### src/rtl/fir_ctrl_if.sv
// fir_ctrl_if: output sample stream of the FIR controller.
// Plain valid/ready handshake carrying one filtered sample per beat.
interface fir_ctrl_if #(
  parameter int OUT_W = 20
);
  logic             m_valid;
  logic             m_ready;
  logic [OUT_W-1:0] m_data;

  modport master (
    output m_valid,
    output m_data,
    input  m_ready
  );

  modport slave (
    input  m_valid,
    input  m_data,
    output m_ready
  );
endinterface

### src/rtl/fir_ctrl.sv
// fir_ctrl: run/stop controller for the 16-tap symmetric FIR.
// Sample divider, fill blanking, drain FSM and 2-deep output buffer.
module fir_ctrl #(
  parameter int DIV_W    = 16,
  parameter int FILL_CNT = 16,
  parameter int OUT_W    = 20
) (
  input  logic             clk,
  input  logic             rstn,
  input  logic             start,
  input  logic             stop,
  input  logic             bypass,
  input  logic [DIV_W-1:0] div,
  input  logic [7:0]       adc_data,
  output logic             fir_en,
  output logic [7:0]       fir_xin,
  input  logic             fir_valid,
  input  logic [OUT_W-1:0] fir_yout,
  fir_ctrl_if.master       m_if,
  output logic             ovf,
  output logic             busy,
  output logic [1:0]       state
);

  localparam int FW = $clog2(FILL_CNT + 1);
  localparam logic [FW-1:0] FILL_LAST = FW'(FILL_CNT - 1);
  localparam logic [FW-1:0] FILL_MAX  = FW'(FILL_CNT);

  typedef enum logic [1:0] {
    IDLE  = 2'd0,
    FILL  = 2'd1,
    RUN   = 2'd2,
    DRAIN = 2'd3
  } st_t;

  st_t              st_q, st_d;
  logic [DIV_W-1:0] div_q, cnt_q;
  logic             byp_q;
  logic [FW-1:0]    fill_q;
  logic [3:0]       outst_q;
  logic [1:0]       bcnt_q;
  logic [OUT_W-1:0] head_q, tail_q;

  logic             active, hit, fill_done;
  logic             push_fir, push_byp, push;
  logic             pop, full, accept, drop;
  logic             inc, dec;
  logic [OUT_W-1:0] din;

  assign active    = (st_q == FILL) || (st_q == RUN);
  assign hit       = active && !stop && (cnt_q == div_q);
  assign fill_done = (fill_q == FILL_MAX);

  // FIR results only count once fill is over; bypass feeds raw samples
  assign push_fir = fir_valid && !byp_q &&
                    ((st_q == RUN) || ((st_q == DRAIN) && fill_done));
  assign push_byp = hit && byp_q;
  assign push     = push_fir || push_byp;
  assign din      = push_byp ? {adc_data, {(OUT_W-8){1'b0}}} : fir_yout;

  assign pop    = m_if.m_valid && m_if.m_ready;
  assign full   = (bcnt_q == 2'd2);
  assign accept = push && (!full || pop);
  assign drop   = push && full && !pop;

  assign inc = fir_en;
  assign dec = fir_valid && (outst_q != 4'd0);

  assign m_if.m_valid = (bcnt_q != 2'd0);
  assign m_if.m_data  = head_q;
  assign state        = st_q;
  assign busy         = (st_q != IDLE);

  always_ff @(posedge clk or negedge rstn) begin
    if (!rstn) st_q <= IDLE;
    else       st_q <= st_d;
  end

  always_comb begin
    st_d = st_q;
    unique case (st_q)
      IDLE: begin
        if (start) st_d = bypass ? RUN : FILL;
      end
      FILL: begin
        if (stop)
          st_d = DRAIN;
        else if (fir_valid && (fill_q == FILL_LAST))
          st_d = RUN;
      end
      RUN: begin
        if (stop) st_d = DRAIN;
      end
      DRAIN: begin
        if ((outst_q == 4'd0) && (bcnt_q == 2'd0)) st_d = IDLE;
      end
      default: st_d = IDLE;
    endcase
  end

  always_ff @(posedge clk or negedge rstn) begin
    if (!rstn) begin
      fir_en  <= 1'b0;
      fir_xin <= '0;
      div_q   <= '0;
      byp_q   <= 1'b0;
      cnt_q   <= '0;
      fill_q  <= '0;
      outst_q <= '0;
      ovf     <= 1'b0;
    end else begin
      fir_en <= hit;
      if (hit) fir_xin <= adc_data;
      if ((st_q == IDLE) && start) begin
        div_q  <= div;
        byp_q  <= bypass;
        cnt_q  <= '0;
        fill_q <= '0;
        ovf    <= 1'b0;
      end else begin
        if (hit)         cnt_q <= '0;
        else if (active) cnt_q <= cnt_q + DIV_W'(1);
        if ((st_q == FILL) && fir_valid) fill_q <= fill_q + FW'(1);
        if (drop) ovf <= 1'b1;
      end
      if (inc && !dec)      outst_q <= outst_q + 4'd1;
      else if (dec && !inc) outst_q <= outst_q - 4'd1;
    end
  end

  always_ff @(posedge clk or negedge rstn) begin
    if (!rstn) begin
      bcnt_q <= '0;
      head_q <= '0;
      tail_q <= '0;
    end else begin
      unique case (1'b1)
        pop && accept: begin
          if (full) begin
            head_q <= tail_q;
            tail_q <= din;
          end else begin
            head_q <= din;
          end
        end
        pop && !accept: begin
          head_q <= tail_q;
          bcnt_q <= bcnt_q - 2'd1;
        end
        !pop && accept: begin
          if (bcnt_q == 2'd0) head_q <= din;
          else                tail_q <= din;
          bcnt_q <= bcnt_q + 2'd1;
        end
        default: ;
      endcase
    end
  end

endmodule

### src/flat_wrapper.sv
// flat-port wrapper written by rule: the top's interface ports become plain ports
module fir_ctrl_flat 
#(
  parameter int DIV_W    = 16,
  parameter int FILL_CNT = 16,
  parameter int OUT_W    = 20
)
  (clk, rstn, start, stop, bypass, div, adc_data, fir_en, fir_xin, fir_valid, fir_yout, ovf, busy, state, m_if_m_valid, m_if_m_data, m_if_m_ready);
  fir_ctrl_if #(.OUT_W(OUT_W)) m_if_i ();
  input  logic clk;
  input  logic rstn;
  input  logic start;
  input  logic stop;
  input  logic bypass;
  input  logic [DIV_W-1:0] div;
  input  logic [7:0] adc_data;
  output logic fir_en;
  output logic [7:0] fir_xin;
  input  logic fir_valid;
  input  logic [OUT_W-1:0] fir_yout;
  output logic ovf;
  output logic busy;
  output logic [1:0] state;
  output wire logic [$bits(m_if_i.m_valid)-1:0] m_if_m_valid;
  output wire logic [$bits(m_if_i.m_data)-1:0] m_if_m_data;
  input wire logic [$bits(m_if_i.m_ready)-1:0] m_if_m_ready;
  assign m_if_m_valid = m_if_i.m_valid;
  assign m_if_m_data = m_if_i.m_data;
  assign m_if_i.m_ready = m_if_m_ready;
  fir_ctrl #(.DIV_W(DIV_W), .FILL_CNT(FILL_CNT), .OUT_W(OUT_W)) u_core (.clk(clk), .rstn(rstn), .start(start), .stop(stop), .bypass(bypass), .div(div), .adc_data(adc_data), .fir_en(fir_en), .fir_xin(fir_xin), .fir_valid(fir_valid), .fir_yout(fir_yout), .m_if(m_if_i), .ovf(ovf), .busy(busy), .state(state));
endmodule
### config.mk
export PLATFORM = sky130hd
export DESIGN_NAME = fir_ctrl_flat
export DESIGN_NICKNAME = d
export VERILOG_FILES = /design/src/rtl/fir_ctrl_if.sv /design/src/rtl/fir_ctrl.sv /design/src/flat_wrapper.sv
export SDC_FILE = /design/constraint.sdc
export NUM_CORES = 1
export LEC_CHECK = 0
export CORE_UTILIZATION = 55
export CTS_CLUSTER_SIZE = 12
export DETAILED_ROUTE_END_ITERATION = 8
export DONT_BUFFER_PORTS = 1
export PLACE_DENSITY = 0.7
export SETUP_SLACK_MARGIN = 0.15
export SYNTH_ARGS = -nofsm -noshare
export SYNTH_HDL_FRONTEND = slang
export SYNTH_SLANG_ARGS = --single-unit
### constraint.sdc
create_clock -name clk -period 3.15 [get_ports clk]
set_input_delay 0.4725 -clock clk [delete_from_list [all_inputs] [get_ports clk]]
set_output_delay 0.4725 -clock clk [all_outputs]
set_load 0.05 [all_outputs]
==> flow_summary.toml <==
[clock_network]
h-tree-depth = 3
cts_buffers = 9
worstSkewPairLatency_ns = 0.37
cts_max_path_buffers = 2
root_buffer = "clkbuf_8"
path_clk_slew_ns = 0.11
cts.sinks = 96
cts_tree = "done"

[power]
netSwitchingFraction = 0.4652
leakagePower_nw = 2.523
peakVddDrop_uv = 405.7
power.density_mw_per_mm2 = 959.8
p_total_mw = 5.255
p_int_mw = 2.810
p_comb_frac = 0.372
switching_power_mw = 2.445
pwr-share-seq = 0.484
clockPowerShare = 0.145

[placed_design]
dp_hpwl_mm = 7.676
preCtsSetupSlack_ns = 0.4396
place_congestion = 0.7748
port_buffers = 0

[routing]
ant_nets = 0
drc = 0
route.final.wire_length_mm = 11.18
initialDrtViolationCount = 202
num_vias = 3895
dr.pass1.iters = 4
wl_per_cell_um = 17.15
via_per_inst = 5.974

[timing]
worst_pin_slew_ns = 1.087
fin_skew_ns = 0.01922
timing.final.crit_share = 0.8832
finalSetupViolCount = 0
setup_ws_ns = 0.3680
max_freq_mhz = 359.5
rsz0062_at_grt = "false"
hold_viol_final = 0
period_minus_slack_ns = 2.782
slew_violations = 0
slew_headroom = 0.2755
tns_ns = 0

[grt]
grt_pass1_wl_mm = 18.89
antenna_found_initial = 0
grt_max_degree = 97
grt_pass1_vias = 4008
track_usage = 0.2471
grt-ovfl-total = 0

[setup_path]
crit_type = "reg2reg"
crit_start = "u_core.state[1]"
ff2ff_path_depth = 11
rr_startpoint = "u_core.state[1]"
cp-start-kind = "flip-flop"
worst-endpoint-arrival_ns = 3.00
cp-endpoint = "u_core.m_if.m_data[15]"
r2r-end = "u_core.m_if.m_data[15]"
end_kind = "flip-flop"
critical_path_peak_fanout = 20
required_ns = 3.37
rrSetupSlack_ns = 0.37

[yosys]
synth_edf_count = 0
synth_nets = 604
synth_area_mm2 = 0.005174
synthFlopType = "dfrtp_1"
async_flop_share = 1.000
ys_seq_area_frac = 0.4643
ys_types = 51
ys_ff_latch = 96
netlist_instances = 540
yosys_warnings = 0
avgSynthCellArea_um2 = 9.581

[cells_and_area]
final_cell_mix = "dfrtp_1 (96), nand2_1 (91), nor2_1 (63)"
n_antenna_cell = 0
final_common_cell = "dfrtp_1"
syn_to_final_growth_pct = 5.828
layout-drive-gt1-share = 0.1128
final_nets = 600

[job]
cap_violations = 0

[worst_hold_path]
hp-class = "in2async"

[floorplanning]
initial_core_util = 0.5626
fp.dieArea_mm2 = 0.009799
rows = 35
die_h_um = 98.99
die_x_um = 98.99
io_pins = 85
coreArea_mm2 = 0.009196

[outcome]
outcome = "finished clean"
## repair_timing
action | in CTS | in global routing
resized for setup | 0 | 0
buffers inserted | 0 | 0
hold endpoints to repair | 96 | 0
hold buffers | 1 | 0
## final cells by class
class | instances | area [um^2]
Timing Repair Buffer | 13 | 117.6
Multi-Input combinational cell | 403 | 2585
Clock buffer | 11 | 141.4
Clock inverter | 5 | 41.29
Sequential cell | 96 | 2402
Inverter | 13 | 48.80
Tap cell | 111 | 138.9
Fill cell | 772 | 3721
## kinds of logic (layout without fill, tap and decap cells)
kind of cell / after synthesis / count (layout) / synth area share
xor gates and xnor gates: 36 / 36 / 0.06239
and+or+nand+nor: 211 / 211 / 0.1840
muxes: 34 / 34 / 0.07110
DFF: 96 / 96 / 0.4643
AOI/OAI and AO/OA: 109 / 109 / 0.1492
adders and majority gates: 13 / 13 / 0.03289
buffers and inverters: 41 / 42 / 0.03603
## synthesized netlist by cell type, drive strengths merged (2+ instances only)
cell type  count  area share
nor4           2      0.0053
a211o          8       0.014
a31oi          9       0.014
inv           13      0.0094
nor3           4      0.0039
nand3          9      0.0087
clkbuf        20       0.015
buf            8       0.012
nor2          64       0.047
and3           7      0.0085
a221oi        20       0.034
mux2          22       0.048
a211oi         3      0.0044
and2          11       0.013
nand4          9       0.012
xor2          12       0.020
nand2         91       0.066
nand2b         6      0.0073
mux2i         12       0.023
xnor2         24       0.042
ha            12       0.029
o21ai         40       0.039
a21oi         17       0.017
a21o           4      0.0058
and4           2      0.0034
dfrtp         96        0.46
## power groups by stage
stage	Sequential, mW	Combinational (mW)	Clock (mW)
after floorplan	2.49	1.58	0
after global placement	2.54	1.85	0
after global routing	2.60	2.22	0.836
final	2.54	1.95	0.761
after detailed placement	2.56	1.93	0
after CTS	2.54	1.97	0.783
## critical path: stages, from the launching register on
cell and delay [ns]:
dfrtp_1 0.36, inv_1 0.08, ha_1 0.29, and2b_1 0.14, o2111ai_1 0.14, nor3_1 0.43, and3_1 0.22, buf_4 0.19
nor2_1 0.07, buf_4 0.21, a221oi_1 0.35, a31oi_1 0.15
## registers in the layout, summed over array words and instances (netlist names)
name	flops
u_core.bcnt_q	2
u_core.byp_q	1
u_core.cnt_q	16
u_core.div_q	16
u_core.fill_q	5
u_core.fir_en	1
u_core.fir_xin	8
u_core.m_if.m_data	20
u_core.outst_q	4
u_core.ovf	1
u_core.state	2
u_core.tail_q	20
## stage by stage
stage / cells / utilization / hold WS (ns) / instance area [um^2]
2_1_floorplan: 540 / - / 0.1769 / 5174
3_3_place_gp: 635 / 0.5725 / 0.1791 / 5265
3_5_place_dp: 635 / 0.5725 / 0.1789 / 5265
4_1_cts: 652 / 0.5954 / 0.02910 / 5475
5_1_grt: 652 / 0.5954 / 0.05448 / 5475
6_report: 652 / 0.5954 / 0.008080 / 5475
## per-layer routing
layer  share of wire  track usage  vias to the layer above
li1                -            -                     1868
met1            0.44       0.3224                     1884
met2            0.49       0.4110                      130
met3           0.063      0.04397                       13
met4           0.015      0.09644                        0
met5               0            0                        -
## worst min-delay path by stage
| stage | from | endpoint | slack [ns] | depth (start not counted) |
|---|---|---|---|---|
| 2_1_floorplan | rstn | u_core.bcnt_q[0] | 0.18 | 0 |
| 3_3_place_gp | rstn | u_core.outst_q[3] | 0.18 | 0 |
| 3_5_place_dp | rstn | u_core.outst_q[3] | 0.18 | 0 |
| 4_1_cts | rstn | u_core.m_if.m_data[9] | 0.03 | 1 |
| 5_1_grt | rstn | u_core.m_if.m_data[10] | 0.05 | 1 |
| 6_report | rstn | u_core.m_if.m_data[11] | 0.008 | 1 |
(Power assumes the default switching activity.)
